--- src/rtl/cnn_layer_sequencer_if.sv ---
// Host and layer-engine signal bundle for cnn_layer_sequencer.
// The sequencer takes the slave side; the host/engine side takes master.
interface cnn_layer_sequencer_if #(
    parameter int N_LAYERS  = 3,
    parameter int DATA_W    = 32,
    parameter int TIMEOUT_W = 16,
    parameter int CNT_W     = 8
) ();
    localparam int LIDX_W = (N_LAYERS > 1) ? $clog2(N_LAYERS) : 1;

    logic                 enable;
    logic [CNT_W-1:0]     batch_len;
    logic [N_LAYERS-1:0]  layer_mask;
    logic [TIMEOUT_W-1:0] timeout_lim;
    logic                 abort;
    logic [N_LAYERS-1:0]  layer_start;
    logic [N_LAYERS-1:0]  layer_done;
    logic [DATA_W-1:0]    result_in;
    logic [DATA_W-1:0]    value;
    logic                 done;
    logic                 batch_done;
    logic                 busy;
    logic                 error;
    logic [1:0]           err_code;
    logic [LIDX_W-1:0]    err_layer;
    logic [CNT_W-1:0]     img_count;

    modport master (
        output enable, batch_len, layer_mask, timeout_lim, abort, layer_done, result_in,
        input  layer_start, value, done, batch_done, busy, error, err_code, err_layer, img_count
    );

    modport slave (
        input  enable, batch_len, layer_mask, timeout_lim, abort, layer_done, result_in,
        output layer_start, value, done, batch_done, busy, error, err_code, err_layer, img_count
    );
endinterface

--- src/rtl/cnn_layer_sequencer.sv ---
// Sequences up to N_LAYERS compute engines per image with bypass mask, batch
// repetition, per-layer watchdog, abort and sticky error reporting.
module cnn_layer_sequencer #(
    parameter int N_LAYERS  = 3,
    parameter int DATA_W    = 32,
    parameter int TIMEOUT_W = 16,
    parameter int CNT_W     = 8
) (
    input  logic                 clk,
    input  logic                 rst,
    cnn_layer_sequencer_if.slave bus
);
    localparam int LIDX_W = (N_LAYERS > 1) ? $clog2(N_LAYERS) : 1;

    localparam logic [CNT_W-1:0]     CNT_ONE   = CNT_W'(1'b1);
    localparam logic [TIMEOUT_W-1:0] TMR_ONE   = TIMEOUT_W'(1'b1);
    localparam logic [N_LAYERS-1:0]  START_ONE = N_LAYERS'(1'b1);

    localparam logic [1:0] ERR_NONE    = 2'b00;
    localparam logic [1:0] ERR_TIMEOUT = 2'b01;
    localparam logic [1:0] ERR_ABORT   = 2'b10;
    localparam logic [1:0] ERR_EMPTY   = 2'b11;

    typedef enum logic [2:0] {
        S_IDLE     = 3'd0,
        S_START    = 3'd1,
        S_WAIT     = 3'd2,
        S_IMG_DONE = 3'd3,
        S_ERR      = 3'd4
    } state_t;

    state_t               state_q, state_d;
    logic [LIDX_W-1:0]    idx_q, idx_d;
    logic [TIMEOUT_W-1:0] timer_q, timer_d;
    logic [TIMEOUT_W-1:0] lim_q, lim_d;
    logic [N_LAYERS-1:0]  mask_q, mask_d;
    logic [CNT_W-1:0]     len_q, len_d;
    logic [CNT_W-1:0]     img_q, img_d;
    logic [DATA_W-1:0]    value_q, value_d;
    logic                 done_q, done_d;
    logic                 bdone_q, bdone_d;
    logic                 busy_q, busy_d;
    logic                 error_q, error_d;
    logic [1:0]           code_q, code_d;
    logic [LIDX_W-1:0]    elyr_q, elyr_d;

    logic                 accept_s;
    logic                 img_s;
    logic [1:0]           err_ev_s;
    logic [CNT_W-1:0]     img_inc_s;

    function automatic logic [LIDX_W-1:0] lowest_set(input logic [N_LAYERS-1:0] m);
        logic [LIDX_W-1:0] r;
        r = {LIDX_W{1'b0}};
        for (int i = N_LAYERS - 1; i >= 0; i--) begin
            r = m[i] ? LIDX_W'(i) : r;
        end
        return r;
    endfunction

    function automatic logic [LIDX_W-1:0] next_above(input logic [N_LAYERS-1:0] m,
                                                     input logic [LIDX_W-1:0]   cur);
        logic [LIDX_W-1:0] r;
        r = {LIDX_W{1'b0}};
        for (int i = N_LAYERS - 1; i >= 0; i--) begin
            r = (m[i] && (LIDX_W'(i) > cur)) ? LIDX_W'(i) : r;
        end
        return r;
    endfunction

    function automatic logic any_above(input logic [N_LAYERS-1:0] m,
                                       input logic [LIDX_W-1:0]   cur);
        logic found;
        found = 1'b0;
        for (int i = 0; i < N_LAYERS; i++) begin
            found = found | (m[i] & (LIDX_W'(i) > cur));
        end
        return found;
    endfunction

    assign img_inc_s = img_q + CNT_ONE;

    // State, run context and registered outputs.
    always_ff @(posedge clk or negedge rst) begin
        if (!rst) begin
            state_q <= S_IDLE;
            idx_q   <= {LIDX_W{1'b0}};
            timer_q <= {TIMEOUT_W{1'b0}};
            lim_q   <= {TIMEOUT_W{1'b0}};
            mask_q  <= {N_LAYERS{1'b0}};
            len_q   <= {CNT_W{1'b0}};
            img_q   <= {CNT_W{1'b0}};
            value_q <= {DATA_W{1'b0}};
            done_q  <= 1'b0;
            bdone_q <= 1'b0;
            busy_q  <= 1'b0;
            error_q <= 1'b0;
            code_q  <= 2'b00;
            elyr_q  <= {LIDX_W{1'b0}};
        end else begin
            state_q <= state_d;
            idx_q   <= idx_d;
            timer_q <= timer_d;
            lim_q   <= lim_d;
            mask_q  <= mask_d;
            len_q   <= len_d;
            img_q   <= img_d;
            value_q <= value_d;
            done_q  <= done_d;
            bdone_q <= bdone_d;
            busy_q  <= busy_d;
            error_q <= error_d;
            code_q  <= code_d;
            elyr_q  <= elyr_d;
        end
    end

    // Next-state logic; also flags accept / image-complete / error events.
    always_comb begin
        state_d  = state_q;
        idx_d    = idx_q;
        timer_d  = timer_q;
        lim_d    = lim_q;
        mask_d   = mask_q;
        len_d    = len_q;
        accept_s = 1'b0;
        img_s    = 1'b0;
        err_ev_s = ERR_NONE;
        case (state_q)
            S_IDLE: begin
                if (bus.enable) begin
                    accept_s = 1'b1;
                    mask_d   = bus.layer_mask;
                    lim_d    = bus.timeout_lim;
                    len_d    = (bus.batch_len == {CNT_W{1'b0}}) ? CNT_ONE : bus.batch_len;
                    idx_d    = lowest_set(bus.layer_mask);
                    if (|bus.layer_mask) begin
                        state_d = S_START;
                    end else begin
                        state_d  = S_ERR;
                        err_ev_s = ERR_EMPTY;
                    end
                end else begin
                    state_d = S_IDLE;
                end
            end
            S_START: begin
                timer_d = {TIMEOUT_W{1'b0}};
                if (bus.abort) begin
                    state_d  = S_ERR;
                    err_ev_s = ERR_ABORT;
                end else begin
                    state_d = S_WAIT;
                end
            end
            S_WAIT: begin
                timer_d = timer_q + TMR_ONE;
                if (bus.abort) begin
                    state_d  = S_ERR;
                    err_ev_s = ERR_ABORT;
                end else if (bus.layer_done[idx_q]) begin
                    if (any_above(mask_q, idx_q)) begin
                        idx_d   = next_above(mask_q, idx_q);
                        state_d = S_START;
                    end else begin
                        img_s   = 1'b1;
                        state_d = S_IMG_DONE;
                    end
                end else if ((lim_q != {TIMEOUT_W{1'b0}}) && (timer_q == lim_q - TMR_ONE)) begin
                    state_d  = S_ERR;
                    err_ev_s = ERR_TIMEOUT;
                end else begin
                    state_d = S_WAIT;
                end
            end
            S_IMG_DONE: begin
                if (bus.abort) begin
                    state_d  = S_ERR;
                    err_ev_s = ERR_ABORT;
                end else if (img_q == len_q) begin
                    state_d = S_IDLE;
                end else begin
                    idx_d   = lowest_set(mask_q);
                    state_d = S_START;
                end
            end
            S_ERR: begin
                state_d = S_IDLE;
            end
            default: begin
                state_d = S_IDLE;
            end
        endcase
    end

    // Output registers are loaded on entry to the state that shows them.
    always_comb begin
        value_d = value_q;
        done_d  = 1'b0;
        bdone_d = 1'b0;
        busy_d  = (state_d != S_IDLE);
        error_d = error_q;
        code_d  = code_q;
        elyr_d  = elyr_q;
        img_d   = img_q;
        if (accept_s) begin
            error_d = 1'b0;
            code_d  = ERR_NONE;
            elyr_d  = {LIDX_W{1'b0}};
            img_d   = {CNT_W{1'b0}};
        end else begin
            img_d = img_q;
        end
        if (err_ev_s != ERR_NONE) begin
            error_d = 1'b1;
            code_d  = err_ev_s;
            elyr_d  = (err_ev_s == ERR_EMPTY) ? {LIDX_W{1'b0}} : idx_q;
        end else begin
            code_d = code_d;
        end
        if (img_s) begin
            value_d = bus.result_in;
            done_d  = 1'b1;
            img_d   = img_inc_s;
            bdone_d = (img_inc_s == len_q);
        end else begin
            value_d = value_q;
        end
    end

    assign bus.layer_start = (state_q == S_START) ? (START_ONE << idx_q) : {N_LAYERS{1'b0}};
    assign bus.value       = value_q;
    assign bus.done        = done_q;
    assign bus.batch_done  = bdone_q;
    assign bus.busy        = busy_q;
    assign bus.error       = error_q;
    assign bus.err_code    = code_q;
    assign bus.err_layer   = elyr_q;
    assign bus.img_count   = img_q;
endmodule

--- src/flat_wrapper.sv ---
// flat-port wrapper written by rule: the top's interface ports become plain ports
module cnn_layer_sequencer_flat 
#(
    parameter int N_LAYERS  = 3,
    parameter int DATA_W    = 32,
    parameter int TIMEOUT_W = 16,
    parameter int CNT_W     = 8
)
  (clk, rst, bus_enable, bus_batch_len, bus_layer_mask, bus_timeout_lim, bus_abort, bus_layer_done, bus_result_in, bus_layer_start, bus_value, bus_done, bus_batch_done, bus_busy, bus_error, bus_err_code, bus_err_layer, bus_img_count);
  cnn_layer_sequencer_if #(.N_LAYERS(N_LAYERS), .DATA_W(DATA_W), .TIMEOUT_W(TIMEOUT_W), .CNT_W(CNT_W)) bus_i ();
  input  logic clk;
  input  logic rst;
  input wire logic [$bits(bus_i.enable)-1:0] bus_enable;
  input wire logic [$bits(bus_i.batch_len)-1:0] bus_batch_len;
  input wire logic [$bits(bus_i.layer_mask)-1:0] bus_layer_mask;
  input wire logic [$bits(bus_i.timeout_lim)-1:0] bus_timeout_lim;
  input wire logic [$bits(bus_i.abort)-1:0] bus_abort;
  input wire logic [$bits(bus_i.layer_done)-1:0] bus_layer_done;
  input wire logic [$bits(bus_i.result_in)-1:0] bus_result_in;
  output wire logic [$bits(bus_i.layer_start)-1:0] bus_layer_start;
  output wire logic [$bits(bus_i.value)-1:0] bus_value;
  output wire logic [$bits(bus_i.done)-1:0] bus_done;
  output wire logic [$bits(bus_i.batch_done)-1:0] bus_batch_done;
  output wire logic [$bits(bus_i.busy)-1:0] bus_busy;
  output wire logic [$bits(bus_i.error)-1:0] bus_error;
  output wire logic [$bits(bus_i.err_code)-1:0] bus_err_code;
  output wire logic [$bits(bus_i.err_layer)-1:0] bus_err_layer;
  output wire logic [$bits(bus_i.img_count)-1:0] bus_img_count;
  assign bus_i.enable = bus_enable;
  assign bus_i.batch_len = bus_batch_len;
  assign bus_i.layer_mask = bus_layer_mask;
  assign bus_i.timeout_lim = bus_timeout_lim;
  assign bus_i.abort = bus_abort;
  assign bus_i.layer_done = bus_layer_done;
  assign bus_i.result_in = bus_result_in;
  assign bus_layer_start = bus_i.layer_start;
  assign bus_value = bus_i.value;
  assign bus_done = bus_i.done;
  assign bus_batch_done = bus_i.batch_done;
  assign bus_busy = bus_i.busy;
  assign bus_error = bus_i.error;
  assign bus_err_code = bus_i.err_code;
  assign bus_err_layer = bus_i.err_layer;
  assign bus_img_count = bus_i.img_count;
  cnn_layer_sequencer #(.N_LAYERS(N_LAYERS), .DATA_W(DATA_W), .TIMEOUT_W(TIMEOUT_W), .CNT_W(CNT_W)) u_core (.clk(clk), .rst(rst), .bus(bus_i));
endmodule
--- config.mk ---
export PLATFORM = sky130hd
export DESIGN_NAME = cnn_layer_sequencer_flat
export DESIGN_NICKNAME = d
export VERILOG_FILES = /design/src/rtl/cnn_layer_sequencer_if.sv /design/src/rtl/cnn_layer_sequencer.sv /design/src/flat_wrapper.sv
export SDC_FILE = /design/constraint.sdc
export NUM_CORES = 1
export LEC_CHECK = 0
export ABC_AREA = 1
export CORE_MARGIN = 10
export CORE_UTILIZATION = 35
export CTS_CLUSTER_DIAMETER = 80
export DETAILED_ROUTE_END_ITERATION = 12
export PLACE_DENSITY = 0.59
export SYNTH_ARGS = -nofsm -noshare
export SYNTH_HDL_FRONTEND = slang
export SYNTH_SLANG_ARGS = --single-unit
--- constraint.sdc ---
create_clock -name clk -period 1.8 [get_ports clk]
set_input_delay 0.54 -clock clk [delete_from_list [all_inputs] [get_ports clk]]
set_output_delay 0.54 -clock clk [all_outputs]
set_load 0.03 [all_outputs]
==> flow_metrics.env, run 1 <==
export IMPL_cp_start_kind="register"
export IMPL_drv_slew=0
export IMPL_pwr_share_clk=0.187
export IMPL_cts_max_level=3
export IMPL_cts_hold_buf=0
export IMPL_cts_clk_slew_worst_paths_ns=0.07
export IMPL_start_util=0.361
export IMPL_worstPathRequired_ns=2.04
export IMPL_fin_crit_sh=1.08
export IMPL_antenna_cells=0
export IMPL_grt_pass1_vias=5276
export IMPL_drive_gt1_frac=0.317
export IMPL_r2r_cells=13
export IMPL_post_dp_hpwl_mm=11.6
export IMPL_worstMarginPinSlew_ns=0.546
export IMPL_status="finished, violations left"
export IMPL_holdWs_ns=0.227
export IMPL_synth_top_cell_by_area="dfrtp_1"
export IMPL_synth_top_area_frac=0.474
export IMPL_routedWlPerCell_um=15.9
export IMPL_grt_util_all_layers=0.160
export IMPL_cts_tree="yes"
export IMPL_synth_flop_cell="dfrtp_1"
export IMPL_core_area_um2=14000
export IMPL_clock_latency_ns=0.35
export IMPL_cp_startpoint="u_core.state_q[1]"
export IMPL_synth_most_common_cell="nand2_1"
export IMPL_irDropWorstVdd_v=0.000697
export IMPL_p_int_mw=6.48
export IMPL_final_area_um2=8220
export IMPL_yosys_top_cells_area="dfrtp_1 47%, nand2_1 18%, inv_1 5.7%"
export IMPL_swShare=0.419
export IMPL_slew_headroom=0.636
export IMPL_syn_area_um2=5070
export IMPL_vias=5042
export IMPL_synth_avg_cell_area_um2=7.65
export IMPL_combinationalPowerShare=0.514
export IMPL_fin_nets=947
export IMPL_cp_end_kind="register"
export IMPL_cts_buffers=9
export IMPL_r2r_end="u_core.bus.img_count[1]"
export IMPL_reg2reg_setup_slack_ns=-0.15
export IMPL_path_max_fanout=8
export IMPL_cellPowerDensity_nw_per_um2=1360
export IMPL_arrival_ns=2.19
export IMPL_synth_seq_area_share=0.474
export IMPL_dieArea_um2=19700
export IMPL_crit_end="u_core.bus.img_count[1]"
export IMPL_maxCapViolCount=0
export IMPL_avgViaCountPerCell=4.75
export IMPL_clockBufferDepth=2
export IMPL_antenna_left=0
export IMPL_wl_mm=16.8
export IMPL_max_freq_ghz=0.514
export IMPL_fin_skew_ns=0.00670
export IMPL_grt_overflow=0
export IMPL_p_leak_nw=4.11
export IMPL_drt_iter0_markers=267
export IMPL_ys_ff_latch=96
export IMPL_synth_edf_count=0
export IMPL_synth_cell_types=43
export IMPL_synthArstFlopShare=1.00
export IMPL_p_seq_frac=0.299
export IMPL_antenna_found_initial=0
export IMPL_drt_pass1_iterations=4
export IMPL_nFillCells=1214
export IMPL_yosysWarningCount=0
export IMPL_place_ws_ns=-0.416
export IMPL_finalHoldViolations=0
export IMPL_violations="setup timing"
export IMPL_grt_pass1_wl_mm=26.1
export IMPL_die_h_um=140
export IMPL_num_rows=43
export IMPL_rsz0062_at_grt="true"
export IMPL_fp_dieW_um=140
export IMPL_cts_sinks=96
export IMPL_port_buffers=116
export IMPL_hp_class="in2async"
export IMPL_worstSetupPathType="reg2reg"
export IMPL_synth_nets=732
export IMPL_finalCriticalPeriod_ns=1.95
export IMPL_synthTopCellsByCount="246 x nand2_1, 96 x dfrtp_1, 77 x inv_1"
export IMPL_cts_root_buf="clkbuf_16"
export IMPL_fin_ws_ns=-0.146
export IMPL_switching_power_mw=4.68
export IMPL_gp_congestion=0.882
export IMPL_setup_viol=52
export IMPL_r2r_start="u_core.state_q[1]"
export IMPL_drc_errors=0
export IMPL_grt_max_degree=97
export IMPL_ioPinCount=117
export IMPL_place_area_um2=6900
export IMPL_syn_instance_count=663
export IMPL_syn_to_final_growth_pct=62.0
what timing repair did:
item                       in CTS  in global routing
gates resized for setup       116                137
hold endpoints to repair        0                  0
gates cloned                    0                  8
pin swaps                      20                 31
setup endpoints to repair      62                 90
buffers inserted               13                 20
cell families (layout without fill, tap and decap cells):
kind of cell             count (synthesis)  count (layout)  share of synthesized area
multiplexers                             2               2                    0.00395
XOR/XNOR                                31              31                     0.0535
buffers and inverters                   98             317                     0.0777
flip-flops                              96              96                      0.474
AO/OA/AOI/OAI                           66              66                     0.0758
AND/OR/NAND/NOR                        367             367                      0.308
adder cells (fa/ha/maj)                  3               3                    0.00740
layer usage:
| layer | GRT usage | routed length, µm | vias to the layer above |
|---|---|---|---|
| met4 | 0.0451 | 305 | 0 |
| met2 | 0.265 | 8480 | 121 |
| met1 | 0.179 | 6610 | 2384 |
| met3 | 0.0757 | 1440 | 18 |
| met5 | 0 | 0 | - |
| li1 | - | - | 2519 |
stage by stage:
| step | TNS [ns] | util | instances | power (mW) |
|---|---|---|---|---|
| floorplan | -0.141 | - | 663 | 5.94 |
| CTS | -0.562 | 0.532 | 1034 | 10.6 |
| detailed placement | -13.79 | 0.491 | 1006 | 8.00 |
| global route | -9.62 | 0.585 | 1062 | 12.0 |
| global placement | -12.42 | 0.491 | 1006 | 7.91 |
| finish | -5.01 | 0.585 | 1062 | 11.2 |
critical path, stage by stage, from the launching register on:
cell,delay (ns)
dfrtp_1,0.43
buf_6,0.13
inv_2,0.04
nor2_4,0.13
inv_4,0.06
nor2_8,0.12
inv_8,0.04
nor2_4,0.11
nand2_2,0.08
nor2_4,0.18
clkinv_4,0.17
nand2_4,0.11
inv_4,0.04
a22o_1,0.17
how the worst min path moves through the flow:
stage                                  to            startpoint  slack [ns]  cells after the start
detailed placement    u_core.bus.value[5]   u_core.bus.value[5]        0.46                      2
CTS                       u_core.lim_q[0]                   rst        0.26                      2
floorplan           u_core.bus.batch_done                   rst        0.24                      0
global placement     u_core.bus.value[14]  u_core.bus.value[14]        0.46                      2
global route              u_core.lim_q[0]                   rst        0.27                      2
finish                    u_core.lim_q[0]                   rst        0.23                      2
power by group through the flow:
stage / logic [mW] / clock network, mW / registers [mW]
global placement: 4.65 / 0 / 3.26
global route: 6.33 / 2.24 / 3.41
floorplan: 2.22 / 0 / 3.72
CTS: 5.15 / 2.15 / 3.28
detailed placement: 4.72 / 0 / 3.28
finish: 5.74 / 2.09 / 3.34
placed cells by master (no fill, tap or decap), types with 4 or more instances in the layout:
cell type,n
clkbuf_16,14
nor2_1,30
buf_6,14
nand3_2,8
o22ai_1,5
nand3_1,27
nand4_1,6
inv_2,11
nand3b_1,4
xnor2_1,10
clkdlybuf4s50_1,64
dlygate4sd2_1,44
nand2_4,11
nor3_2,4
xor2_1,15
o21ai_0,31
nor2_4,14
buf_4,80
nand2_2,60
buf_12,5
nor3_1,6
inv_1,67
dfrtp_2,7
xnor2_2,6
dfrtp_1,89
nand2_1,177
nor2_2,8
o21ai_1,10
registers in the layout, indices dropped and copies added (netlist names):
register	count
u_core.bus.err_code	2
u_core.bus.value	32
u_core.len_q	8
u_core.state_q	3
u_core.bus.err_layer	2
u_core.idx_q	2
u_core.bus.batch_done	1
u_core.lim_q	16
u_core.bus.done	1
u_core.timer_q	16
u_core.bus.img_count	8
u_core.mask_q	3
u_core.bus.error	1
u_core.bus.busy	1
cell type report:
cell class,instances,area [µm²],share of cell area
clock inverter,6,91.3,0.0111
clock buffer,9,225,0.0274
sequential,96,2410,0.293
multi-input combinational,469,2840,0.345
timing repair buffer,219,2100,0.255
inverter,83,332,0.0404
tap,180,225,0.0274
Power figures use the tool's default switching activity.
==> run 2, diff against run 1 <==
--- a/config.mk
+++ b/config.mk
@@ -11,6 +11,7 @@
 export CTS_CLUSTER_DIAMETER = 80
 export DETAILED_ROUTE_END_ITERATION = 12
 export PLACE_DENSITY = 0.59
+export SLEW_MARGIN = 15
 export SYNTH_ARGS = -nofsm -noshare
 export SYNTH_HDL_FRONTEND = slang
 export SYNTH_SLANG_ARGS = --single-unit
==> results of run 2 <==
The final DEF is identical to that of run 1; final timing and power are the same.
